===== src/rtl/img_stream_pkg.sv =====
// Shared types and constants for the BRAM -> image-processing pixel stream.
package img_stream_pkg;

    localparam int PIX_W          = 8;
    localparam int IMG_WIDTH_DEF  = 256;
    localparam int IMG_HEIGHT_DEF = 256;

    typedef enum logic [1:0] {
        IDLE,
        RUN,
        DRAIN,
        DONE
    } state_t;

    function automatic int frame_total(input int width, input int height);
        return width * height;
    endfunction

endpackage


===== src/rtl/skid_fifo.sv =====
// Small synchronous FIFO that holds BRAM read data while the async FIFO is full.
module skid_fifo #(
    parameter int DEPTH = 2,
    parameter int WIDTH = 8,
    localparam int CW   = $clog2(DEPTH + 1),
    localparam int PW   = (DEPTH > 1) ? $clog2(DEPTH) : 1
) (
    input  logic             clk_i,
    input  logic             rst_ni,
    input  logic             clr_i,
    input  logic             push_i,
    input  logic [WIDTH-1:0] din_i,
    input  logic             pop_i,
    output logic [WIDTH-1:0] head_o,
    output logic [CW-1:0]    count_o
);

    logic [WIDTH-1:0] mem_q [DEPTH];
    logic [PW-1:0]    rd_ptr_q, rd_ptr_d;
    logic [PW-1:0]    wr_ptr_q, wr_ptr_d;
    logic [CW-1:0]    cnt_q, cnt_d;
    logic             do_pop;

    function automatic logic [PW-1:0] next_ptr(input logic [PW-1:0] p);
        return (p == PW'(DEPTH - 1)) ? '0 : p + 1'b1;
    endfunction

    assign do_pop  = pop_i && (cnt_q != '0);
    assign head_o  = mem_q[rd_ptr_q];
    assign count_o = cnt_q;

    always_comb begin
        rd_ptr_d = do_pop ? next_ptr(rd_ptr_q) : rd_ptr_q;
        wr_ptr_d = push_i ? next_ptr(wr_ptr_q) : wr_ptr_q;
        cnt_d    = cnt_q + CW'(push_i) - CW'(do_pop);
        if (clr_i) begin
            rd_ptr_d = '0;
            wr_ptr_d = '0;
            cnt_d    = '0;
        end
    end

    always_ff @(posedge clk_i or negedge rst_ni) begin
        if (!rst_ni) begin
            rd_ptr_q <= '0;
            wr_ptr_q <= '0;
            cnt_q    <= '0;
        end else begin
            rd_ptr_q <= rd_ptr_d;
            wr_ptr_q <= wr_ptr_d;
            cnt_q    <= cnt_d;
        end
    end

    // Storage carries no reset; only the pointers and count define validity.
    always_ff @(posedge clk_i) begin
        if (push_i) mem_q[wr_ptr_q] <= din_i;
    end

endmodule


===== src/rtl/bram_fifo_writer.sv =====
// Streams one frame from BRAM into the async FIFO in raster order, with
// credit-based read issue so in-flight BRAM data always has a skid slot.
module bram_fifo_writer
    import img_stream_pkg::*;
#(
    parameter int IMG_WIDTH    = IMG_WIDTH_DEF,
    parameter int IMG_HEIGHT   = IMG_HEIGHT_DEF,
    parameter int ADDR_WIDTH   = 16,
    parameter int DATA_WIDTH   = PIX_W,
    parameter int BRAM_LATENCY = 1
) (
    input  logic                  clk_100mhz,
    input  logic                  reset_n,
    input  logic                  start,
    input  logic                  abort,
    output logic                  bram_en,
    output logic [ADDR_WIDTH-1:0] bram_addr,
    input  logic [DATA_WIDTH-1:0] bram_dout,
    output logic [DATA_WIDTH-1:0] fifo_din,
    output logic                  fifo_wr_en,
    input  logic                  fifo_full,
    output logic                  busy,
    output logic                  frame_done
);

    localparam int TOTAL      = frame_total(IMG_WIDTH, IMG_HEIGHT);
    localparam int SKID_DEPTH = BRAM_LATENCY + 1;
    localparam int CNT_W      = $clog2(TOTAL + 1);
    localparam int SC_W       = $clog2(SKID_DEPTH + 1);
    localparam int CR_W       = SC_W + 1;
    localparam logic [CNT_W-1:0] TOTAL_C = CNT_W'(TOTAL);
    localparam logic [CNT_W-1:0] LAST_C  = CNT_W'(TOTAL - 1);

    state_t                  state_q, state_d;
    logic [CNT_W-1:0]        rd_cnt_q, rd_cnt_d;
    logic [CNT_W-1:0]        wr_cnt_q, wr_cnt_d;
    logic [BRAM_LATENCY-1:0] vld_q, vld_d;
    logic [SC_W-1:0]         skid_cnt;
    logic [DATA_WIDTH-1:0]   skid_head;
    logic [CR_W-1:0]         credit_used;
    logic                    start_ok, abort_ok, rd_ok;

    assign start_ok   = start && !abort && (state_q == IDLE);
    assign abort_ok   = abort && ((state_q == RUN) || (state_q == DRAIN));
    assign fifo_wr_en = (skid_cnt != '0) && !fifo_full;
    assign fifo_din   = fifo_wr_en ? skid_head : '0;

    // A pop this cycle frees its slot in time for a read issued now,
    // which is what sustains one pixel per clock.
    always_comb begin
        credit_used = CR_W'(skid_cnt);
        for (int i = 0; i < BRAM_LATENCY; i++) begin
            credit_used = credit_used + CR_W'(vld_q[i]);
        end
        rd_ok = (state_q == RUN) &&
                ((credit_used - CR_W'(fifo_wr_en)) < CR_W'(SKID_DEPTH));
    end

    always_comb begin
        state_d    = state_q;
        rd_cnt_d   = rd_cnt_q;
        wr_cnt_d   = wr_cnt_q + CNT_W'(fifo_wr_en);
        vld_d      = vld_q << 1;
        bram_en    = 1'b0;
        bram_addr  = '0;
        busy       = (state_q == RUN) || (state_q == DRAIN);
        frame_done = (state_q == DONE);

        unique case (state_q)
            IDLE: begin
                if (start_ok) begin
                    state_d  = RUN;
                    rd_cnt_d = '0;
                    wr_cnt_d = '0;
                end
            end
            RUN: begin
                if (rd_ok) begin
                    bram_en   = 1'b1;
                    bram_addr = ADDR_WIDTH'(rd_cnt_q);
                    rd_cnt_d  = rd_cnt_q + 1'b1;
                    if (rd_cnt_q == LAST_C) state_d = DRAIN;
                end
            end
            DRAIN: begin
                if (wr_cnt_d == TOTAL_C) state_d = DONE;
            end
            DONE: begin
                state_d = IDLE;
            end
            default: state_d = IDLE;
        endcase

        vld_d[0] = bram_en;
        if (abort_ok) begin
            state_d = IDLE;
            vld_d   = '0;
        end
    end

    always_ff @(posedge clk_100mhz or negedge reset_n) begin
        if (!reset_n) begin
            state_q  <= IDLE;
            rd_cnt_q <= '0;
            wr_cnt_q <= '0;
            vld_q    <= '0;
        end else begin
            state_q  <= state_d;
            rd_cnt_q <= rd_cnt_d;
            wr_cnt_q <= wr_cnt_d;
            vld_q    <= vld_d;
        end
    end

    skid_fifo #(
        .DEPTH (SKID_DEPTH),
        .WIDTH (DATA_WIDTH)
    ) u_skid (
        .clk_i   (clk_100mhz),
        .rst_ni  (reset_n),
        .clr_i   (abort_ok || start_ok),
        .push_i  (vld_q[BRAM_LATENCY-1]),
        .din_i   (bram_dout),
        .pop_i   (fifo_wr_en),
        .head_o  (skid_head),
        .count_o (skid_cnt)
    );

endmodule


===== config.mk =====
export PLATFORM = sky130hd
export DESIGN_NAME = bram_fifo_writer
export DESIGN_NICKNAME = d
export VERILOG_FILES = /design/src/rtl/img_stream_pkg.sv /design/src/rtl/skid_fifo.sv /design/src/rtl/bram_fifo_writer.sv
export SDC_FILE = /design/constraint.sdc
export NUM_CORES = 1
export LEC_CHECK = 0
export CAP_MARGIN = 15
export CORE_ASPECT_RATIO = 1.2
export CORE_MARGIN = 2
export CORE_UTILIZATION = 27
export CTS_CLUSTER_DIAMETER = 100
export DETAILED_ROUTE_END_ITERATION = 16
export PLACE_DENSITY_LB_ADDON = 0.08
export SETUP_SLACK_MARGIN = 0.3
export SLEW_MARGIN = 15
export SYNTH_ARGS = -nofsm -noshare
export SYNTH_HDL_FRONTEND = slang
export SYNTH_SLANG_ARGS = --single-unit

===== constraint.sdc =====
create_clock -name clk_100mhz -period 3.25 [get_ports clk_100mhz]
set_clock_uncertainty 0.1 [all_clocks]
set_input_delay 0.4875 -clock clk_100mhz [delete_from_list [all_inputs] [get_ports clk_100mhz]]
set_output_delay 0.4875 -clock clk_100mhz [all_outputs]
set_load 0.01 [all_outputs]

==> metrics.md <==
| Metric | Value |
|---|---|
| CP Capture Type | `output pin` |
| Maximum root-to-sink buffer count | `2` |
| Sequential Power Share | `28.9%` |
| Vias in the first global route | `2486` |
| Fmax | `305 MHz` |
| Final setup viols | `3` |
| Setup TNS | `-0.0802 ns` |
| Row cnt | `43` |
| Total GRT Usage | `13.0%` |
| Nets | `419` |
| RSZ-0062 raised after global routing | `yes` |
| Synthesized flop and latch total | `57` |
| Syn Inst Count | `316` |
| Failing checks | `setup timing` |
| Slew HR | `42.1%` |
| Overflow after GRT | `0` |
| CTS hold repair buffers | `0` |
| Leakage power | `1.92 nW` |
| Hpwl dp | `5.17 mm` |
| Slew @ Worst Pin | `0.867 ns` |
| R2R Setup Slk | `0.11 ns` |
| Root Driver | `clkbuf_16` |
| Commonest non-fill, non-tap cell in the layout | `nor2_1` |
| Net Sw Power | `0.00109 W` |
| Internal Power | `0.00211 W` |
| DRT Pass-1 Iters | `4` |
| Top cells by area, synth | `dfrtp_1 (33%), edfxtp_1 (15%), nor2_1 (5.6%)` |
| Commonest cells after routing, fill and taps aside | `nor2_1 (44), dfrtp_1 (40), buf_4 (24), buf_6 (24), nand2_1 (23)` |
| Sw frac | `34.0%` |
| CTS buffer count | `9` |
| CTS H-tree depth | `3` |
| Place WS | `-0.552 ns` |
| Drt drc | `0` |
| Hold WS | `0.0675 ns` |
| Sequential area share after synthesis | `47.8%` |
| Vias per cell | `4.54` |
| Ys flop type | `dfrtp_1` |
| Status | `finished with violations` |
| Final worst path period need | `3.28 ns` |
| Maximum VDD drop | `272 uV` |
| GPL Wtd Cong | `0.797` |
| Post-synth EDFFs | `16` |
| Area grow syn2layout | `43.3%` |
| Startpoint types | `flop` |
| Largest net degree at the start of global routing | `42` |
| Die H | `122 um` |
| Synth top area share | `32.6%` |
| Largest area contributor in the netlist | `dfrtp_1` |
| IO Count | `41` |
| Avg Cell Area, Syn | `9.97 sq um` |
| PD cells | `709 nW/um^2` |
| Ant diodes | `0` |
| Clock transition at path regs | `0.05 ns` |
| Starting Density | `27.5%` |
| CP Class | `reg -> out` |
| Core ar. | `11500 sq um` |
| ANT nets after route | `0` |
| Async set-reset flop share out of synthesis | `71.9%` |
| First-pass GRT wire length | `12.2 mm` |
| Syn nets | `341` |
| Vias | `2527` |
| Period utilisation layout | `101%` |
| Max-cap violations | `0` |
| Setup slack after layout | `-0.0322 ns` |
| WL final | `7.53 mm` |
| Die area | `12600 sq um` |
| Critical Path RT | `2.66 ns` |
| Final hold vios | `0` |
| Die span in x | `103 um` |
| Number of DRC markers in iteration 0 | `47` |
| Layout cell share with drive strength beyond 1 | `28.6%` |
| Initial antenna violation count | `0` |
| Sink Count | `57` |
| Max Slew Vio Count | `0` |
| Netlist cell types | `45` |
| Hold WC Path Type | `in -> async` |
| Clk pwr share | `27.6%` |
| Ys Warns | `0` |
| CTS tree | `yes` |
| I/O Buffers | `40` |
| Synthesized area | `3150 sq um` |
| Worst-Skew Late Latency | `0.33 ns` |
| Critical Path Fanout Max | `4` |
| Drt wl/cell | `13.5 um` |
| Comb power frac | `43.5%` |
| Arr. time, crit path | `2.69 ns` |
[sequential cells by signal, indices dropped and copies added (netlist names)]
register / cells
rd_cnt_q: 17
wr_cnt_q: 17
u_skid.mem_q: 16
state_q: 2
u_skid.count_o: 2
u_skid.rd_ptr_q: 1
u_skid.wr_ptr_q: 1
vld_q: 1
[cells by family after synthesis]
kind of cell,count (synthesis),synth area share (%)
adder cells (fa/ha/maj),12,5.00
AND/OR/NAND/NOR,145,23.3
multiplexers,13,4.37
XOR/XNOR,29,8.06
AO/OA/AOI/OAI,41,8.89
buffers and inverters,19,2.54
flip-flops,57,47.8
[worst max-delay path, stage by stage, from the launching register on]
cell,delay (ns)
dfrtp_2,0.42
o21bai_4,0.17
inv_4,0.05
ha_4,0.23
inv_2,0.06
ha_4,0.12
inv_2,0.03
fa_2,0.34
xnor2_2,0.14
and2_4,0.18
nand2_8,0.11
inv_8,0.05
buf_6,0.11
buf_6,0.10
and2_4,0.14
buf_6,0.11
[layout make-up]
type	count	area (sq um)
Timing Repair inverter	1	8.76
Clock inverter	3	15.0
Timing Repair Buffer	73	699
Clock buffer	13	270
Inverter	12	55.1
Multi-Input combinational cell	240	1760
Sequential cell	57	1510
Fill cell	1171	6940
Tap cell	157	196
[per-layer routing]
layer	routed length, um	up-vias	track usage [%]
met5	0	-	0
met4	180	0	7.25
met3	175	11	2.22
met2	3790	24	21.5
met1	3380	1236	15.8
li1	-	1256	-
[synth_stat cells, types with 7 or more instances]
library cell / number
ha_1: 11
and3_1: 7
edfxtp_1: 16
nand2_1: 25
inv_1: 12
xor2_1: 15
o21ai_0: 12
or3_1: 9
nor2_1: 47
xnor2_1: 14
mux2i_1: 10
nand3_1: 12
dfrtp_1: 41
a21oi_1: 13
and2_1: 20
[repair_timing]
item | 4_1_cts | 5_1_grt
resized for setup | 98 | 23
pin swaps | 15 | 4
cloned | 1 | 0
endpoints found under the setup margin | 28 | 25
buffers inserted | 9 | 3
[through the flow]
step | util (%) | cell area (sq um) | total power (W) | cells
floorplan | - | 3250 | 0.00161 | 316
global placement | 34.5 | 3960 | 0.00199 | 527
detailed placement | 34.5 | 3960 | 0.00199 | 527
CTS | 38.3 | 4390 | 0.00314 | 553
global route | 39.4 | 4520 | 0.00342 | 556
finish | 39.4 | 4520 | 0.00320 | 556
[power by group through the flow]
stage                     Clock [W]  Sequential, W  Combinational, W
after floorplan                   0       0.000904          0.000709
after global placement            0       0.000937           0.00105
after detailed placement          0       0.000938           0.00106
after CTS                  0.000916       0.000927           0.00130
after global routing       0.000946       0.000941           0.00153
final                      0.000884       0.000925           0.00139
[final timing paths]
kind	from	end	depth (start not counted)
max	u_skid.count_o[1]	bram_addr[8]	15
min	reset_n	u_skid.rd_ptr_q	1
max reg2reg	u_skid.count_o[1]	rd_cnt_q[14]	13
min reg2reg	rd_cnt_q[16]	rd_cnt_q[16]	2
max in group asynchronous	reset_n	u_skid.count_o[1]	1
min in group clk_100mhz	rd_cnt_q[16]	rd_cnt_q[16]	2
(Power assumes the default switching activity.)
